### src/rtl/lfsr_pkg.sv
// Shared types, tap-pattern ROM and the LFSR step function for the decryptor.
package lfsr_pkg;

  localparam int unsigned NUM_PTRN  = 9;
  localparam int unsigned PRE_MIN   = 10;
  localparam int unsigned BLOCK_LEN = 64;

  localparam logic [7:0] ST_OK   = 8'h00;
  localparam logic [7:0] ST_FAIL = 8'hFF;

  // Index 0 sits in the least significant slot, so it is listed last.
  localparam logic [NUM_PTRN-1:0][6:0] LFSR_PTRN = {
    7'h7B, 7'h7E, 7'h5C, 7'h69, 7'h6A, 7'h72, 7'h78, 7'h48, 7'h60
  };

  typedef logic [PRE_MIN-1:0][6:0] pre_buf_t;

  typedef enum logic [2:0] {
    S_IDLE,
    S_LOAD,
    S_SEARCH,
    S_DEC_RD,
    S_DEC_WR,
    S_META,
    S_FAIL,
    S_DONE
  } state_e;

  function automatic logic [6:0] lfsr_step(input logic [6:0] s, input logic [6:0] taps);
    return {s[5:0], ^(s & taps)};
  endfunction

endpackage

### src/rtl/lfsr_decryptor_if.sv
// Launch handshake plus data-memory port shared by the decryptor and its host.
interface lfsr_decryptor_if;
  logic       req;
  logic       ack;
  logic [7:0] mem_addr;
  logic       mem_wr_en;
  logic [7:0] mem_wdata;
  logic [7:0] mem_rdata;

  modport master (
    input  req, mem_rdata,
    output ack, mem_addr, mem_wr_en, mem_wdata
  );

  modport slave (
    output req, mem_rdata,
    input  ack, mem_addr, mem_wr_en, mem_wdata
  );
endinterface

### src/rtl/lfsr_match.sv
// Checks whether one tap pattern explains every transition of the preamble buffer.
module lfsr_match
  import lfsr_pkg::*;
(
  input  pre_buf_t   pre_i,
  input  logic [6:0] taps_i,
  output logic       match_o
);

  logic [PRE_MIN-2:0] hit;

  for (genvar j = 0; j < PRE_MIN - 1; j++) begin : g_cmp
    assign hit[j] = (lfsr_step(pre_i[j], taps_i) == pre_i[j+1]);
  end

  assign match_o = &hit;

endmodule

### src/rtl/lfsr_decryptor.sv
// Recovers LFSR taps and seed from the all-space preamble, then decrypts the
// 64-byte ciphertext block and writes plaintext plus metadata back to memory.
module lfsr_decryptor
  import lfsr_pkg::*;
#(
  parameter logic [7:0] CT_BASE   = 8'd64,
  parameter logic [7:0] PT_BASE   = 8'd0,
  parameter logic [7:0] META_BASE = 8'd128
) (
  input  logic             clk,
  input  logic             init,
  lfsr_decryptor_if.master bus
);

  localparam logic [3:0] LD_LAST = 4'(PRE_MIN - 1);
  localparam logic [3:0] K_LAST  = 4'(NUM_PTRN - 1);
  localparam logic [5:0] N_LAST  = 6'(BLOCK_LEN - 1);

  state_e     state_q;
  pre_buf_t   pre_q;
  logic [3:0] ld_q;
  logic [3:0] k_q;
  logic [5:0] n_q;
  logic [1:0] m_q;
  logic [6:0] lfsr_q;
  logic [6:0] taps_q;
  logic       ack_q;
  logic       wr_q;
  logic [7:0] addr_q;
  logic [7:0] wdata_q;

  logic       match;
  logic [6:0] taps_cand;
  logic [6:0] seed;
  logic [6:0] pt_d;
  logic [6:0] lfsr_d;

  assign taps_cand = LFSR_PTRN[k_q];
  assign seed      = pre_q[0];
  assign pt_d      = bus.mem_rdata[6:0] ^ lfsr_q;
  assign lfsr_d    = lfsr_step(lfsr_q, taps_q);

  lfsr_match u_match (
    .pre_i   (pre_q),
    .taps_i  (taps_cand),
    .match_o (match)
  );

  always_ff @(posedge clk) begin
    if (init) begin
      state_q <= S_IDLE;
      pre_q   <= '0;
      ld_q    <= '0;
      k_q     <= '0;
      n_q     <= '0;
      m_q     <= '0;
      lfsr_q  <= '0;
      taps_q  <= '0;
      ack_q   <= 1'b0;
      wr_q    <= 1'b0;
      addr_q  <= '0;
      wdata_q <= '0;
    end else begin
      unique case (state_q)
        S_IDLE: begin
          if (!bus.req) begin
            state_q <= S_LOAD;
            ld_q    <= '0;
            addr_q  <= CT_BASE;
          end
        end

        S_LOAD: begin
          // Shift in from the top so the first byte read ends up in slot 0.
          pre_q <= {bus.mem_rdata[6:0], pre_q[PRE_MIN-1:1]};
          if (ld_q == LD_LAST) begin
            state_q <= S_SEARCH;
            k_q     <= '0;
            addr_q  <= CT_BASE;
          end else begin
            ld_q   <= ld_q + 4'd1;
            addr_q <= addr_q + 8'd1;
          end
        end

        S_SEARCH: begin
          if (seed == '0 || (!match && k_q == K_LAST)) begin
            state_q <= S_FAIL;
            m_q     <= '0;
            wr_q    <= 1'b1;
            addr_q  <= META_BASE;
            wdata_q <= '0;
          end else if (match) begin
            state_q <= S_DEC_RD;
            taps_q  <= taps_cand;
            lfsr_q  <= seed;
            n_q     <= '0;
            addr_q  <= CT_BASE;
          end else begin
            k_q <= k_q + 4'd1;
          end
        end

        S_DEC_RD: begin
          state_q <= S_DEC_WR;
          wr_q    <= 1'b1;
          addr_q  <= PT_BASE + {2'b00, n_q};
          wdata_q <= {1'b0, pt_d};
        end

        S_DEC_WR: begin
          lfsr_q <= lfsr_d;
          if (n_q == N_LAST) begin
            state_q <= S_META;
            m_q     <= '0;
            wr_q    <= 1'b1;
            addr_q  <= META_BASE;
            wdata_q <= {1'b0, taps_q};
          end else begin
            state_q <= S_DEC_RD;
            n_q     <= n_q + 6'd1;
            wr_q    <= 1'b0;
            addr_q  <= CT_BASE + {2'b00, n_q + 6'd1};
          end
        end

        // Both metadata paths share the seed/status sequence; word 0 is set on entry.
        S_META, S_FAIL: begin
          m_q    <= m_q + 2'd1;
          addr_q <= addr_q + 8'd1;
          unique case (m_q)
            2'd0: wdata_q <= {1'b0, seed};
            2'd1: wdata_q <= (state_q == S_META) ? ST_OK : ST_FAIL;
            default: begin
              state_q <= S_DONE;
              ack_q   <= 1'b1;
              wr_q    <= 1'b0;
              addr_q  <= '0;
              wdata_q <= '0;
            end
          endcase
        end

        S_DONE: ack_q <= 1'b1;

        default: state_q <= S_IDLE;
      endcase
    end
  end

  assign bus.ack       = ack_q;
  assign bus.mem_addr  = addr_q;
  assign bus.mem_wr_en = wr_q;
  assign bus.mem_wdata = wdata_q;

endmodule

### src/flat_wrapper.sv
// flat-port wrapper written by rule: the top's interface ports become plain ports
module lfsr_decryptor_flat import lfsr_pkg::*;
#(
  parameter logic [7:0] CT_BASE   = 8'd64,
  parameter logic [7:0] PT_BASE   = 8'd0,
  parameter logic [7:0] META_BASE = 8'd128
)
  (clk, init, bus_req, bus_mem_rdata, bus_ack, bus_mem_addr, bus_mem_wr_en, bus_mem_wdata);
  lfsr_decryptor_if bus_i ();
  input  logic clk;
  input  logic init;
  input wire logic [$bits(bus_i.req)-1:0] bus_req;
  input wire logic [$bits(bus_i.mem_rdata)-1:0] bus_mem_rdata;
  output wire logic [$bits(bus_i.ack)-1:0] bus_ack;
  output wire logic [$bits(bus_i.mem_addr)-1:0] bus_mem_addr;
  output wire logic [$bits(bus_i.mem_wr_en)-1:0] bus_mem_wr_en;
  output wire logic [$bits(bus_i.mem_wdata)-1:0] bus_mem_wdata;
  assign bus_i.req = bus_req;
  assign bus_i.mem_rdata = bus_mem_rdata;
  assign bus_ack = bus_i.ack;
  assign bus_mem_addr = bus_i.mem_addr;
  assign bus_mem_wr_en = bus_i.mem_wr_en;
  assign bus_mem_wdata = bus_i.mem_wdata;
  lfsr_decryptor #(.CT_BASE(CT_BASE), .PT_BASE(PT_BASE), .META_BASE(META_BASE)) u_core (.clk(clk), .init(init), .bus(bus_i));
endmodule
### config.mk
export PLATFORM = sky130hd
export DESIGN_NAME = lfsr_decryptor_flat
export DESIGN_NICKNAME = d
export VERILOG_FILES = /design/src/rtl/lfsr_pkg.sv /design/src/rtl/lfsr_decryptor_if.sv /design/src/rtl/lfsr_match.sv /design/src/rtl/lfsr_decryptor.sv /design/src/flat_wrapper.sv
export SDC_FILE = /design/constraint.sdc
export NUM_CORES = 1
export LEC_CHECK = 0
export BUFFER_PORTS_ARGS = -buffer_cell sky130_fd_sc_hd__buf_2
export CAP_MARGIN = 20
export CORE_MARGIN = 4
export CORE_UTILIZATION = 60
export CTS_BUF_LIST = sky130_fd_sc_hd__clkbuf_8
export DETAILED_ROUTE_END_ITERATION = 6
export PLACE_DENSITY_LB_ADDON = 0.08
export SLEW_MARGIN = 25
export SYNTH_ARGS = -nofsm -noshare
export SYNTH_HDL_FRONTEND = slang
export SYNTH_SLANG_ARGS = --single-unit
### constraint.sdc
create_clock -name clk -period 9.05 [get_ports clk]
set_clock_uncertainty 0.05 [all_clocks]
set_input_delay 0.4525 -clock clk [delete_from_list [all_inputs] [get_ports clk]]
set_output_delay 0.4525 -clock clk [all_outputs]
set_load 0.01 [all_outputs]
Word level (Yosys, flattened, before mapping):

Memory sizes are Yosys's and may differ from the RTL's. A register that Yosys moved wholly into a read port is not among the register bits.
Index checks and enable logic that the tools add are counted.

* eq/ne operators: 31
* bitwise operators: 12
* $add $sub $neg: 6
* reduce and logical (&&, ||, !) cells: 37
* $lt $le $gt $ge: 1
* mux-type cells: 45

Operators with widths (count)
* $mux W8: 9
* $and A7 B7 Y7: 10
* $reduce_xor A7 Y1: 10
* $eq A7 B7 Y1: 9
* $pmux W8 S6: 1
* $pmux W8 S4: 1
* $mux W4: 7
* $mux W7: 3
* $mux W3: 6
* $mux W6: 3
* $pmux W3 S6: 1
* $reduce_and A3 Y1: 6
* $pmux W4 S2: 2
* $pmux W8 S2: 1
* $pmux W7 S2: 1
* $eq A3 B3 Y1 const B: 4
* $ne A2 B2 Y1 const B: 6
* $pmux W6 S2: 1
* $reduce_and A11 Y1: 1
* $reduce_and A9 Y1: 1
* $add A4 B1 Y4 const B: 2
* $add A7 B6 Y8 const A: 1
* $add A8 B1 Y8 const B: 1
* $eq A4 B4 Y1 const B: 2
* other kinds (30): 43

* memories kept: 1
* register bits after elaboration: 121
* input port bits: 11
* memory bits (read-only): 112
* output and inout port bits: 18

Memory list
* (no name shown): words 16, width 7, rd ports 1, clocked after Yosys merged registers in 1, write ports 0, RTL line lfsr_decryptor.sv:38 `assign taps_cand = LFSR_PTRN[k_q];`

Longest topological paths before layout:

* depth after elaboration: 13
* gate-level depth with buffers: 14
* mapped depth without buffers: 12

Modules after synthesis:

From an unflattened synthesis, not the netlist that was laid out.

* cell total of the unflattened synthesis: 913
* area total of the unflattened synthesis: 6988.0 um2

Modules (own cells, without submodules)
* lfsr_decryptor: cells an instance 706, instances 1, seq. area each 2542.4 um2, area each 5655.4 um2
* lfsr_match: cells an instance 207, instances 1, seq. area each 0.0 um2, area each 1332.5 um2

Least setup slack after synthesis:

Ideal clock, no wire load.

* kind: reg-to-reg
* from: register u_core.pre_q[56] (netlist name)
* to: register, netlist name u_core.taps_cand[1]
* clock period less this slack: 2989 ps
* required time: 8869 ps
* cell stages (with the launch flop): 12
* path buffers: 0
* slack: 6061 ps
* arrival time: 2808 ps
* cells stage by stage: dfxtp_1 xor2_1 xnor3_1 xnor3_1 nor4_2 nand4_1 o21ai_0 a2bb2oi_1 or2_2 ha_1 inv_1 o211ai_1

RTL lines
* start: declaration: RTL line lfsr_decryptor.sv:20 `pre_buf_t pre_q;`
* start signal: assignment: RTL line lfsr_decryptor.sv:75 `pre_q <= {bus.mem_rdata[6:0], pre_q[PRE_MIN-1:1]};`

==> metrics.md <==
| Metric | Value |
|---|---|
| Top FF cell, synth | dfxtp_1 |
| Post-Syn Nets | 940 |
| Pins Over Slew Limit | 0 |
| Die area | roughly 14,000 sq um |
| Final Net Count | between 900 and 1,000 |
| RSZ-0062 raised after global routing | no |
| Slowest CP cell | dfxtp_1 |
| Post-DR wirelength/cell | around 18 microns |
| CP Cell Sequence | nand2_1 > xnor3_1 > xnor3_1 > nor4_2 > nand4_1 > o21ai_0 > a2bb2oi_1 > or2_2 > ha_1 > inv_1 > o211ai_1 |
| First-pass GRT wire length | between 30 and 40 mm |
| CTS-repair resized insts | 0 |
| Total Neg Setup Slack | 0 ps |
| Post-DP HPWL | about 13 mm |
| Pin count of the biggest net entering global routing | roughly 110 |
| Die X | 117 microns |
| Die Y | between 100 and 150 microns |
| Clock latency on the worst-skew pair | 450 ps |
| Vias | roughly 6,500 |
| Startpoint types | flip-flop |
| Tot GR Track Use | 28.8% |
| Worst Hold Launch | bus_mem_rdata[0] |
| Cell Rows | 39 |
| Slew margin rel. | 37.1% |
| Design area | approximately 7700 sq um |
| CTS tree | built |
| Min-Delay Path Class | in2reg |
| CP required | roughly 9400 ps |
| Initial DRT Pass Iterations | 5 |
| Max VDD drop | roughly 160 uV |
| Async SR Flop Fraction | 0% |
| Post-synth EDFFs | 0 |
| WP buf/inv | 1 |
| DRT iter0 DRCs | 669 |
| Most common cell after layout, fill and taps aside | nand2_1 |
| Number of global-route vias before repair | just over 6,000 |
| Syn. warnings | 0 |
| Commonest cells after routing, fill and taps aside | nand2_1, dfxtp_1, a21oi_1, nor2_1, xor2_1 |
| PD cells | about 230 nW/um^2 |
| LEAKAGE | 3.04 nW |
| H-tree levels | 4 |
| Max_cap viols | 0 |
| CP Class | reg2reg |
| Hold Fails Final Rpt | 0 |
| Placed Area | 7220 sq um |
| Clock Tree Buf Depth | 2 |
| Gr ovfl total | 0 |
| Total CTS buffers | 17 |
| Synth Register Bits | 127 |
| Synth-to-layout area growth | 7.84% |
| Setup Buffers After CTS | 0 |
| Most frequent cell on the critical path | xnor3_1 |
| Antenna Diode Count | 0 |
| Initial antenna violation count | 0 |
| RD Place Congestion | approximately 0.86 |
| Residual DRC count | 0 |
| Netlist cell types | between 50 and 60 |
| Routed Antenna Nets | 0 |
| Crit-path max FO | 10 |
| Syn Area/Cell | roughly 7.7 sq um |
| CP top delay family | simple AND/OR/NAND/NOR gates |
| Clock transition at the registers of the reported paths | 70 ps |
| Critical Path Start | u_core.taps_cand[1] |
| Proportion of layout cells with a drive suffix above 1 | 8.02% |
| Hold buffer count at cts | 0 |
| CTS Sinks | roughly 130 |
| PortBufs | 27 |
| Final setup vio count | 0 |
| Post-synth design cell area | 7100 sq um |
| Part of the cycle the worst path needs | 41.5% |
| Status | finished clean |
| Register area share after synthesis | between 30% and 40% |
| Slew at the pin closest to its max-slew limit | around 940 ps |
| Root buffer cell | clkbuf_8 |
| Via density | a little over 6 |
| Fmax | around 270 MHz |
| Crit. End Element | flip-flop |
| Fin crit period | 3760 ps |
| CP max stage delay | 640 ps |
| Share of the synthesized area in the top cell type | between 30% and 40% |
| Initial Utilization | 61.6% |
| Ports | 29 |
| Final wirelength | between 15 and 20 mm |
| RR Startpoint | u_core.taps_cand[1] |
| Post-synth top area cell | dfxtp_1 |
| Crit path DAT | 4070 ps |
| Core area | about 12,000 sq um |
| Synthesized instance count | approximately 900 |
| Area contributors post-synth | dfxtp_1, nand2_1, a21oi_1, xnor3_1, xor2_1 |
==> state kept, by name, summed over array words and instances (netlist names) <==
register and cells:
u_core.taps_cand 6, u_core.k_q 4, u_core.n_q 6, u_core.bus.ack 1, u_core.ld_q 4, u_core.bus.mem_wr_en 1, u_core.bus.mem_addr 8, u_core.seed 7
u_core.state_q 3, u_core.pre_q 63, u_core.bus.mem_wdata 8, u_core.m_q 2, u_core.taps_q 7, u_core.lfsr_q 7
==> cell families (layout without fill, tap and decap cells) <==
group	count (synthesis)	after routing	synth area share (%)
buf+inv	74	79	4.21
flops	127	127	35.8
simple gates	394	394	23.9
mux	8	8	1.13
xor+xnor	92	92	14.8
fa+ha+maj	12	12	2.08
compound gates	211	211	18.0
==> per-layer routing <==
metal | GRT usage (%) | wire length (microns) | up-vias
met4 | 11.7 | 595 | 0
met2 | 48.9 | 9420 | 263
met3 | 6.01 | 1180 | 50
li1 | - | - | 3138
met1 | 35.6 | 7660 | 3077
met5 | 0 | 0 | -
==> stage by stage <==
| step | setup slack (ps) | util (%) | total power [W] | hold WS [ps] | std cells |
|---|---|---|---|---|---|
| final | 5290 | 66.5 | 0.00176 | 220 | 1066 |
| after global routing | 5120 | 66.5 | 0.00186 | 210 | 1066 |
| after CTS | 5310 | 66.4 | 0.00176 | 192 | 1066 |
| after detailed placement | 5320 | 62.7 | 0.00122 | 410 | 1035 |
| after global placement | 5410 | 62.7 | 0.00120 | 401 | 1035 |
| after floorplan | 6060 | - | 0.00109 | 407 | 918 |
==> cells in the mapped netlist (2+ instances only) <==
cell	number
nand2_1	247
dfxtp_1	127
a21oi_1	117
nor2_1	51
clkbuf_1	47
xor2_1	46
xnor2_1	28
o21ai_0	23
nand3_1	20
xnor3_1	18
inv_1	16
nor3_1	16
a311oi_1	11
ha_1	11
a211oi_1	10
nand2b_1	10
and3_1	9
mux2i_1	8
nor4_1	8
a31oi_1	7
o22ai_1	7
a222oi_1	6
nand4_1	6
or3_1	6
buf_2	5
nor2b_1	5
or2_2	5
a22oi_1	3
and2_1	3
o2111ai_1	3
o211ai_1	3
a2bb2oi_1	2
buf_1	2
buf_4	2
nor4_2	2
o21a_1	2
o21ai_1	2
o221ai_1	2
o22a_1	2
o31ai_1	2
or4_1	2
==> worst paths after layout <==
| path | to | slack [ps] | cells past startpoint |
|---|---|---|---|
| max reg2reg | u_core.taps_cand[1] | 5290 | 11 |
| min | u_core.pre_q[63] | 220 | 3 |
| min reg2reg | u_core.bus.ack | 420 | 2 |
| max | u_core.taps_cand[1] | 5290 | 11 |
==> power breakdown <==
part / switching [W] / internal, W / leakage [nW] / total, W
combinational: 0.000372 / 0.000169 / 1.80 / 0.000540
sequential: 0.0000709 / 0.000607 / 1.03 / 0.000678
clock: 0.000222 / 0.000322 / 0.220 / 0.000543
==> worst min-delay path, stage by stage <==
cell,delay (ps)
buf_2,120
nand2_1,50
a21oi_1,50
==> area by class of cell <==
class / instances / area (sq um)
tap: 143 / 179
multi-input combinational: 717 / 4260
clock buffer: 17 / 234
fill: 978 / 3860
inverter: 17 / 63.8
timing repair buffer: 31 / 171
sequential: 127 / 2540
clock inverter: 14 / 200
Power figures use the tool's default switching activity.
